`src/rtl/i2s_rx_deserializer_pkg.sv`:
```
// Shared definitions for the I2S / left-justified ADC receive path:
// default word size, framing-format codes and the receiver FSM encoding.
package i2s_rx_deserializer_pkg;

    localparam int SAMPLE_WIDTH_DEF = 24;
    localparam int SYNC_STAGES_DEF  = 2;

    // Framing format codes for the I2S_MODE parameter
    localparam bit FMT_I2S = 1'b1;
    localparam bit FMT_LJ  = 1'b0;

    // Slot receiver states
    typedef enum logic [1:0] {
        ST_WAIT_SYNC = 2'd0,
        ST_SKIP      = 2'd1,
        ST_SHIFT     = 2'd2,
        ST_PAD       = 2'd3
    } state_t;

endpackage

```
`src/rtl/i2s_rx_deserializer_if.sv`:
```
// Pin-side serial inputs and sample-side parallel outputs of the receiver.
// o_valid is a one-cycle qualifier with no ready: the consumer must take
// o_left/o_right in that cycle; o_frame_err is an independent one-cycle event.
interface i2s_rx_deserializer_if
    import i2s_rx_deserializer_pkg::*;
#(
    parameter int SAMPLE_WIDTH = SAMPLE_WIDTH_DEF
);

    logic                    i_bck;
    logic                    i_lrck;
    logic                    i_adata;
    logic [SAMPLE_WIDTH-1:0] o_left;
    logic [SAMPLE_WIDTH-1:0] o_right;
    logic                    o_valid;
    logic                    o_frame_err;

    modport master (
        output i_bck,
        output i_lrck,
        output i_adata,
        input  o_left,
        input  o_right,
        input  o_valid,
        input  o_frame_err
    );

    modport slave (
        input  i_bck,
        input  i_lrck,
        input  i_adata,
        output o_left,
        output o_right,
        output o_valid,
        output o_frame_err
    );

endinterface

```
`src/rtl/i2s_rx_deserializer_sync_edge_det.sv`:
```
// N-stage synchronizer for one asynchronous input, with an optional
// rising-edge strobe taken from the synchronized value.
module sync_edge_det #(
    parameter int STAGES   = 2,
    parameter bit EDGE_DET = 1'b1
) (
    input  logic clk,
    input  logic rst,
    input  logic i_async,
    output logic o_sync,
    output logic o_rise
);

    logic [STAGES-1:0] r_sync;

    always_ff @(posedge clk) begin
        if (rst) begin
            r_sync <= '0;
        end else begin
            r_sync <= {r_sync[STAGES-2:0], i_async};
        end
    end

    assign o_sync = r_sync[STAGES-1];

    if (EDGE_DET) begin : g_edge
        logic r_prev;

        always_ff @(posedge clk) begin
            if (rst) begin
                r_prev <= 1'b0;
            end else begin
                r_prev <= o_sync;
            end
        end

        assign o_rise = o_sync & ~r_prev;
    end else begin : g_no_edge
        assign o_rise = 1'b0;
    end

endmodule

```
`src/rtl/i2s_rx_deserializer.sv`:
```
// Deserializes the ADC serial stream (BCK/LRCK/ADATA) into left/right sample
// words in the clk domain, publishing a pair only when both slots completed.
module i2s_rx_deserializer
    import i2s_rx_deserializer_pkg::*;
#(
    parameter int SAMPLE_WIDTH    = SAMPLE_WIDTH_DEF,
    parameter bit I2S_MODE        = FMT_I2S,
    parameter bit LEFT_LRCK_LEVEL = 1'b0,
    parameter int SYNC_STAGES     = SYNC_STAGES_DEF
) (
    input  logic                  clk,
    input  logic                  rst,
    i2s_rx_deserializer_if.slave  i2s,
    output state_t                o_dbg_state
);

    localparam int CNT_W = $clog2(SAMPLE_WIDTH + 1);

    // All three inputs see the same synchronizer depth so bit/word alignment
    // relative to BCK is preserved.
    logic w_bck_sync_unused;
    logic w_bck_rise;
    logic w_lrck;
    logic w_lrck_rise_unused;
    logic w_adata;
    logic w_adata_rise_unused;

    sync_edge_det #(.STAGES(SYNC_STAGES), .EDGE_DET(1'b1)) u_sync_bck (
        .clk     (clk),
        .rst     (rst),
        .i_async (i2s.i_bck),
        .o_sync  (w_bck_sync_unused),
        .o_rise  (w_bck_rise)
    );

    sync_edge_det #(.STAGES(SYNC_STAGES), .EDGE_DET(1'b0)) u_sync_lrck (
        .clk     (clk),
        .rst     (rst),
        .i_async (i2s.i_lrck),
        .o_sync  (w_lrck),
        .o_rise  (w_lrck_rise_unused)
    );

    sync_edge_det #(.STAGES(SYNC_STAGES), .EDGE_DET(1'b0)) u_sync_adata (
        .clk     (clk),
        .rst     (rst),
        .i_async (i2s.i_adata),
        .o_sync  (w_adata),
        .o_rise  (w_adata_rise_unused)
    );

    state_t                  r_state;
    state_t                  w_state_nx;
    logic [CNT_W-1:0]        r_cnt;
    logic [CNT_W-1:0]        w_cnt_nx;
    logic [CNT_W-1:0]        w_cnt_inc;
    logic [SAMPLE_WIDTH-2:0] r_shift;
    logic [SAMPLE_WIDTH-2:0] w_shift_nx;
    logic [SAMPLE_WIDTH-1:0] w_word;
    logic [SAMPLE_WIDTH-1:0] r_hold_l;
    logic [SAMPLE_WIDTH-1:0] w_hold_l_nx;
    logic [SAMPLE_WIDTH-1:0] r_hold_r;
    logic [SAMPLE_WIDTH-1:0] w_hold_r_nx;
    logic                    r_left_cap;
    logic                    w_left_cap_nx;
    logic                    r_chan_left;
    logic                    w_chan_left_nx;
    logic                    r_done;
    logic                    w_done_nx;
    logic                    w_err_nx;
    logic                    r_lrck_q;
    logic                    r_lrck_seen;
    logic                    w_lrck_edge;
    logic                    w_is_left;
    logic [SAMPLE_WIDTH-1:0] r_left;
    logic [SAMPLE_WIDTH-1:0] r_right;
    logic                    r_valid;
    logic                    r_frame_err;

    // The first bit strobe after reset only primes r_lrck_q; no edge yet.
    assign w_lrck_edge = w_bck_rise & r_lrck_seen & (w_lrck != r_lrck_q);
    assign w_is_left   = (w_lrck == LEFT_LRCK_LEVEL);
    assign w_cnt_inc   = r_cnt + CNT_W'(1);
    assign w_word      = {r_shift, w_adata};

    always_ff @(posedge clk) begin
        if (rst) begin
            r_state <= ST_WAIT_SYNC;
        end else begin
            r_state <= w_state_nx;
        end
    end

    always_comb begin
        w_state_nx     = r_state;
        w_cnt_nx       = r_cnt;
        w_shift_nx     = r_shift;
        w_hold_l_nx    = r_hold_l;
        w_hold_r_nx    = r_hold_r;
        w_left_cap_nx  = r_left_cap;
        w_chan_left_nx = r_chan_left;
        w_done_nx      = 1'b0;
        w_err_nx       = 1'b0;

        if (w_bck_rise) begin
            if (w_lrck_edge) begin
                // An edge mid-word is a short slot: drop the pair in progress.
                if (r_state == ST_SHIFT) begin
                    w_err_nx      = 1'b1;
                    w_left_cap_nx = 1'b0;
                end
                w_chan_left_nx = w_is_left;
                if (I2S_MODE == FMT_I2S) begin
                    w_state_nx = ST_SKIP;
                    w_cnt_nx   = '0;
                end else begin
                    w_state_nx = ST_SHIFT;
                    w_cnt_nx   = CNT_W'(1);
                    w_shift_nx = {{(SAMPLE_WIDTH-2){1'b0}}, w_adata};
                end
            end else begin
                unique case (r_state)
                    // SKIP: the edge bit was already discarded, this one is the MSB.
                    ST_SKIP, ST_SHIFT: begin
                        w_shift_nx = w_word[SAMPLE_WIDTH-2:0];
                        w_cnt_nx   = w_cnt_inc;
                        w_state_nx = ST_SHIFT;
                        if (w_cnt_inc == CNT_W'(SAMPLE_WIDTH)) begin
                            w_state_nx = ST_PAD;
                            if (r_chan_left) begin
                                w_hold_l_nx   = w_word;
                                w_left_cap_nx = 1'b1;
                            end else begin
                                w_hold_r_nx = w_word;
                                if (r_left_cap) begin
                                    w_done_nx     = 1'b1;
                                    w_left_cap_nx = 1'b0;
                                end
                            end
                        end
                    end
                    default: begin
                    end
                endcase
            end
        end
    end

    always_ff @(posedge clk) begin
        if (rst) begin
            r_cnt       <= '0;
            r_shift     <= '0;
            r_hold_l    <= '0;
            r_hold_r    <= '0;
            r_left_cap  <= 1'b0;
            r_chan_left <= 1'b0;
            r_done      <= 1'b0;
            r_lrck_q    <= 1'b0;
            r_lrck_seen <= 1'b0;
            r_left      <= '0;
            r_right     <= '0;
            r_valid     <= 1'b0;
            r_frame_err <= 1'b0;
        end else begin
            r_cnt       <= w_cnt_nx;
            r_shift     <= w_shift_nx;
            r_hold_l    <= w_hold_l_nx;
            r_hold_r    <= w_hold_r_nx;
            r_left_cap  <= w_left_cap_nx;
            r_chan_left <= w_chan_left_nx;
            r_done      <= w_done_nx;
            r_frame_err <= w_err_nx;
            r_valid     <= r_done;
            if (w_bck_rise) begin
                r_lrck_q    <= w_lrck;
                r_lrck_seen <= 1'b1;
            end
            if (r_done) begin
                r_left  <= r_hold_l;
                r_right <= r_hold_r;
            end
        end
    end

    assign i2s.o_left      = r_left;
    assign i2s.o_right     = r_right;
    assign i2s.o_valid     = r_valid;
    assign i2s.o_frame_err = r_frame_err;
    assign o_dbg_state     = r_state;

endmodule

```
`src/flat_wrapper.sv`:
```
// flat-port wrapper written by rule: the top's interface ports become plain ports
module i2s_rx_deserializer_flat import i2s_rx_deserializer_pkg::*;
#(
    parameter int SAMPLE_WIDTH    = SAMPLE_WIDTH_DEF,
    parameter bit I2S_MODE        = FMT_I2S,
    parameter bit LEFT_LRCK_LEVEL = 1'b0,
    parameter int SYNC_STAGES     = SYNC_STAGES_DEF
)
  (clk, rst, o_dbg_state, i2s_i_bck, i2s_i_lrck, i2s_i_adata, i2s_o_left, i2s_o_right, i2s_o_valid, i2s_o_frame_err);
  i2s_rx_deserializer_if #(.SAMPLE_WIDTH(SAMPLE_WIDTH)) i2s_i ();
  input  logic clk;
  input  logic rst;
  output state_t o_dbg_state;
  input wire logic [$bits(i2s_i.i_bck)-1:0] i2s_i_bck;
  input wire logic [$bits(i2s_i.i_lrck)-1:0] i2s_i_lrck;
  input wire logic [$bits(i2s_i.i_adata)-1:0] i2s_i_adata;
  output wire logic [$bits(i2s_i.o_left)-1:0] i2s_o_left;
  output wire logic [$bits(i2s_i.o_right)-1:0] i2s_o_right;
  output wire logic [$bits(i2s_i.o_valid)-1:0] i2s_o_valid;
  output wire logic [$bits(i2s_i.o_frame_err)-1:0] i2s_o_frame_err;
  assign i2s_i.i_bck = i2s_i_bck;
  assign i2s_i.i_lrck = i2s_i_lrck;
  assign i2s_i.i_adata = i2s_i_adata;
  assign i2s_o_left = i2s_i.o_left;
  assign i2s_o_right = i2s_i.o_right;
  assign i2s_o_valid = i2s_i.o_valid;
  assign i2s_o_frame_err = i2s_i.o_frame_err;
  i2s_rx_deserializer #(.SAMPLE_WIDTH(SAMPLE_WIDTH), .I2S_MODE(I2S_MODE), .LEFT_LRCK_LEVEL(LEFT_LRCK_LEVEL), .SYNC_STAGES(SYNC_STAGES)) u_core (.clk(clk), .rst(rst), .i2s(i2s_i), .o_dbg_state(o_dbg_state));
endmodule
```
`config.mk`:
```
export PLATFORM = sky130hd
export DESIGN_NAME = i2s_rx_deserializer_flat
export DESIGN_NICKNAME = d
export VERILOG_FILES = /design/src/rtl/i2s_rx_deserializer_pkg.sv /design/src/rtl/i2s_rx_deserializer_if.sv /design/src/rtl/i2s_rx_deserializer_sync_edge_det.sv /design/src/rtl/i2s_rx_deserializer.sv /design/src/flat_wrapper.sv
export SDC_FILE = /design/constraint.sdc
export NUM_CORES = 1
export LEC_CHECK = 0
export ABC_AREA = 1
export CORE_UTILIZATION = 50
export CTS_BUF_LIST = sky130_fd_sc_hd__clkbuf_16
export CTS_CLUSTER_SIZE = 28
export DETAILED_ROUTE_END_ITERATION = 8
export PLACE_DENSITY = 0.7
export SYNTH_ARGS = -nofsm -noshare
export SYNTH_HDL_FRONTEND = slang
export SYNTH_SLANG_ARGS = --single-unit
```
`constraint.sdc`:
```
create_clock -name clk -period 2.3 [get_ports clk]
set_clock_uncertainty 0.05 [all_clocks]
set_input_delay 0.46 -clock clk [delete_from_list [all_inputs] [get_ports clk]]
set_output_delay 0.46 -clock clk [all_outputs]
set_load 0.01 [all_outputs]
```
==> out/qor.log <==
[outcome] outcome finished clean
[routing] number of remaining DRC errors 0
[cells_and_area] layout-stage area growth over the synthesis result 20.95%
[synth] Seq/Total Area, Yosys 50.89%
[cts] count of H-tree levels built during CTS 4
[timing] Slew HR 65.92%
[timing] setup ws final 235.0 ps
[global_route] maximum number of pins on one net before global-route repair 126
[routing] Via-to-Cell Ratio 4.912
[floorplanning] starting utilization of the core area 52.41%
[pwr] net switching power 0.001025 W
[timing] number of endpoints failing setup at the final stage 0
[floorplanning] number of I/O pins 57
[pwr] P_int 0.004017 W
[critical_path] sequence of cells on the critical path ha_1 > inv_1 > nand2_1 > nand3_1 > nor2_4 > buf_4 > nand4_1 > nand2_1 > nor2_1
[synth] Yosys Warn Count 0
[routing] total number of vias 4514
[cells_and_area] sequential cell area 0.002804 mm²
[cts] maximum clock insertion buffer count 2
[cts] number of setup buffers added after CTS 0
[synth] top area cells in the synthesized netlist sky130_fd_sc_hd__dfxtp_1 51%, sky130_fd_sc_hd__inv_1 9.7%, sky130_fd_sc_hd__nand2_1 7.6%
[routing] total length of routed wires 11160 µm
[pwr] net switching fraction of the power 20.33%
[global_route] GRT overflow 0
[floorplanning] area enclosed by the die boundary 0.01144 mm²
[timing] clock period minus worst slack 2065 ps
[cts] CTS Buf Count 17
[pwr] share of total power in the clock network 49.9%
[synth] synthesized net count 741
[place] Final GP Congestion 0.7747
[floorplanning] number of rows in the core area 37
[cts] later-pin clock latency in the skew report 410 ps
[timing] transition time at the pin with the least slew margin 511.2 ps
[global_route] Total GRT Usage 21.22%
[pwr] power per unit of standard cell area 756.8 mW/mm²
[critical_path] FF-to-FF End u_core.r_hold_l[3]$_SDFFE_PP0P_
[floorplanning] die extent in x 107.0 µm
[cts] clock-pin slew of the registers on the worst-case setup and hold paths 60 ps
[worst_hold_path] Min-Delay Endpoint u_core.u_sync_bck.r_sync[1]$_SDFF_PP0_
[cts] Clock Tree Root sky130_fd_sc_hd__clkbuf_16
[place] DP HPWL 6986 µm
[cells_and_area] n_diodes 0
[worst_hold_path] hold path start u_core.u_sync_bck.r_sync[0]$_SDFF_PP0_
[synth] netlist area before placement 0.005508 mm²
[synth] Synth Register Bits 140
[floorplanning] floorplan core area 0.01051 mm²
[synth] Netlist cell types 25
[critical_path] data required time at the worst endpoint 2560 ps
[critical_path] worst reg2reg setup slack 230 ps
[timing] achievable frequency 484.3 MHz
[place] Port-buffer cells 56
[synth] portion of synthesized cell area occupied by the leading cell type 50.89%
[global_route] number of antenna violations at the first check in global routing 0
[pwr] portion of total power attributed to sequential cells 48.3%
[flow_run] number of maximum-capacitance constraint violations 0
[critical_path] critical path fanouts, max 16
[critical_path] kind of launch point of the worst setup path flip-flop
[critical_path] length in cells of the worst reg-to-reg path 9
[synth] library cell with the largest summed area after synthesis sky130_fd_sc_hd__dfxtp_1
[critical_path] slowest library cell on the worst path sky130_fd_sc_hd__dfxtp_1
[global_route] wire length of the first global-routing pass 19090 µm
[critical_path] CP peak stage delay 420 ps
[pwr] VDD IR-drop max 0.5304 mV
[critical_path] buffering stage count on the worst path with inverters included 2
[critical_path] largest delay contributor family on the critical path simple AND/OR/NAND/NOR gates
[timing] setup TNS 0 ps
[cells_and_area] total of fill cells in the finished design 915
[timing] unrepaired setup endpoints after global routing no
[routing] Avg WL per Cell 12.15 µm
[routing] Detailed Route Iter0 Violations 221
[cells_and_area] leading cell type in the layout, fill and taps excluded sky130_fd_sc_hd__inv_1
[routing] DRT antenna net count 0
[pwr] leakage power of the design 2.776 nW
[synth] Avg Inst Size Synth 7.514 µm²
[critical_path] arrival time of data at the critical path endpoint 2330 ps
[floorplanning] y dimension of the die 107.0 µm
[cells_and_area] share of post-route cells with drive strength above 1 5.875%
[cells_and_area] multi-input combinational cell area 0.001932 mm²
[cells_and_area] top library cells by usage in the layout, fill and taps aside 146 x sky130_fd_sc_hd__inv_1, 139 x sky130_fd_sc_hd__dfxtp_1, 111 x sky130_fd_sc_hd__nand2_1
[place] Place WS 220.0 ps
[critical_path] critical path's most frequent cell sky130_fd_sc_hd__nand2_1
[critical_path] endpoint kind of the worst setup timing path flip-flop
[synth] Mapped Cells 733
[worst_hold_path] hold depth 2
[cts] number of cells upsized or downsized after cts 0
[global_route] vias in the first global route 4172
[pwr] total design power 0.005041 W
[timing] final worst-path cycle share 89.78%
[timing] final hold violations 0
[routing] TritonRoute pass-1 iters 4
[critical_path] path type of the worst setup path reg -> reg
[cells_and_area] nets 778
[critical_path] reg-to-reg critical path startpoint u_core.r_cnt[0]$_SDFFE_PP0P_
[cts] clock sink count 140
[worst_hold_path] worst hold path type reg -> reg
[timing] Final Max Slew Viols 0
[pwr] combinational cell fraction of total power 1.8%
[cts] clock tree from TritonCTS done
## layout make-up
cell class	instances	share of cell area [%]
Clock buffer	17	6.386
Clock inverter	15	1.766
Inverter	143	8.058
Multi-Input combinational cell	400	29.00
Sequential cell	140	42.09
Tap cell	136	2.554
Timing Repair Buffer	68	10.14
## what timing repair did
action | 4_1_cts | 5_1_grt
hold buffers | 0 | 0
endpoints found under the setup margin | 0 | 7
endpoints found under the hold margin | 0 | 0
## logic make-up (layout without fill, tap and decap cells)
group / count (synthesis) / after routing / synth area share (%)
compound gates: 156 / 156 / 14.38
fa+ha+maj: 3 / 3 / 0.6816
buf+inv: 193 / 243 / 14.04
flops: 140 / 140 / 50.89
simple gates: 241 / 241 / 20.01
## cells in the mapped netlist
master,n
sky130_fd_sc_hd__buf_1,4
sky130_fd_sc_hd__nand3_4,2
sky130_fd_sc_hd__clkbuf_1,27
sky130_fd_sc_hd__inv_1,142
sky130_fd_sc_hd__a211oi_1,1
sky130_fd_sc_hd__ha_1,3
sky130_fd_sc_hd__nor2_4,1
sky130_fd_sc_hd__nand2_2,3
sky130_fd_sc_hd__buf_6,4
sky130_fd_sc_hd__and2_1,1
sky130_fd_sc_hd__nor2_8,1
sky130_fd_sc_hd__o21ai_0,74
sky130_fd_sc_hd__buf_2,15
sky130_fd_sc_hd__o21a_1,1
sky130_fd_sc_hd__a22oi_1,1
sky130_fd_sc_hd__o22ai_1,2
sky130_fd_sc_hd__nand3_1,7
sky130_fd_sc_hd__nor2_1,64
sky130_fd_sc_hd__nor2_2,1
sky130_fd_sc_hd__clkinv_1,1
sky130_fd_sc_hd__nand2_1,111
sky130_fd_sc_hd__a31oi_1,1
sky130_fd_sc_hd__a21oi_1,76
sky130_fd_sc_hd__dfxtp_1,140
sky130_fd_sc_hd__nand4_1,50
## layer usage
metal  track usage (%)  vias to the layer above  share of wire (%)
met2             34.84                       92                 47
met4             7.926                        0               0.88
li1                  -                     2388                  -
met5                 0                        -                  0
met3             5.775                       11                4.8
met1             26.59                     2023                 48
## flip-flops by register name, summed over array words and instances, names as in the netlist
name                             flops
u_core.i2s.o_frame_err               1
u_core.i2s.o_left                   24
u_core.i2s.o_right                  24
u_core.i2s.o_valid                   1
u_core.o_dbg_state                   2
u_core.r_chan_left                   1
u_core.r_cnt                         5
u_core.r_done                        1
u_core.r_hold_l                     24
u_core.r_hold_r                     24
u_core.r_left_cap                    1
u_core.r_lrck_q                      1
u_core.r_lrck_seen                   1
u_core.r_shift                      23
u_core.u_sync_adata.r_sync           2
u_core.u_sync_bck.g_edge.r_prev      1
u_core.u_sync_bck.r_sync             2
u_core.u_sync_lrck.r_sync            2
## worst max path at each step
stage	start	to	cells after the start
5_1_grt	u_core.r_cnt[0]$_SDFFE_PP0P_	u_core.r_hold_r[5]$_SDFFE_PP0P_	9
3_5_place_dp	u_core.r_cnt[0]$_SDFFE_PP0P_	u_core.r_hold_l[16]$_SDFFE_PP0P_	9
3_3_place_gp	u_core.r_cnt[0]$_SDFFE_PP0P_	u_core.r_hold_l[1]$_SDFFE_PP0P_	9
4_1_cts	u_core.r_cnt[0]$_SDFFE_PP0P_	u_core.r_hold_l[16]$_SDFFE_PP0P_	9
2_1_floorplan	u_core.o_dbg_state[0]$_SDFFE_PP0P_	u_core.r_hold_r[15]$_SDFFE_PP0P_	9
6_report	u_core.r_cnt[0]$_SDFFE_PP0P_	u_core.r_hold_l[3]$_SDFFE_PP0P_	9
## through the flow
step           hold WS [ps]  util [%]  area (µm²)  instances
6_report              352.3     63.39        6661        919
5_1_grt               370.1     63.39        6661        919
4_1_cts               354.3     63.39        6661        919
3_5_place_dp          346.5     58.22        6118        887
3_3_place_gp          339.8     58.22        6118        887
2_1_floorplan         338.3         -        5508        733
## worst register-to-register path, cell delays in order (launching register included)
cell and delay, ps:
sky130_fd_sc_hd__dfxtp_1 420, sky130_fd_sc_hd__ha_1 250, sky130_fd_sc_hd__inv_1 50, sky130_fd_sc_hd__nand2_1 70
sky130_fd_sc_hd__nand3_1 110, sky130_fd_sc_hd__nor2_4 420, sky130_fd_sc_hd__buf_4 290, sky130_fd_sc_hd__nand4_1 150
sky130_fd_sc_hd__nand2_1 110, sky130_fd_sc_hd__nor2_1 50
## power groups by stage
stage          Combinational (W)  Sequential (W)  Clock, W
2_1_floorplan          0.0000674         0.00249         0
6_report               0.0000914         0.00244   0.00251
5_1_grt                 0.000106         0.00244   0.00265
3_3_place_gp           0.0000900         0.00249         0
4_1_cts                0.0000923         0.00244   0.00255
3_5_place_dp           0.0000914         0.00249         0
(Power assumes the default switching activity.)
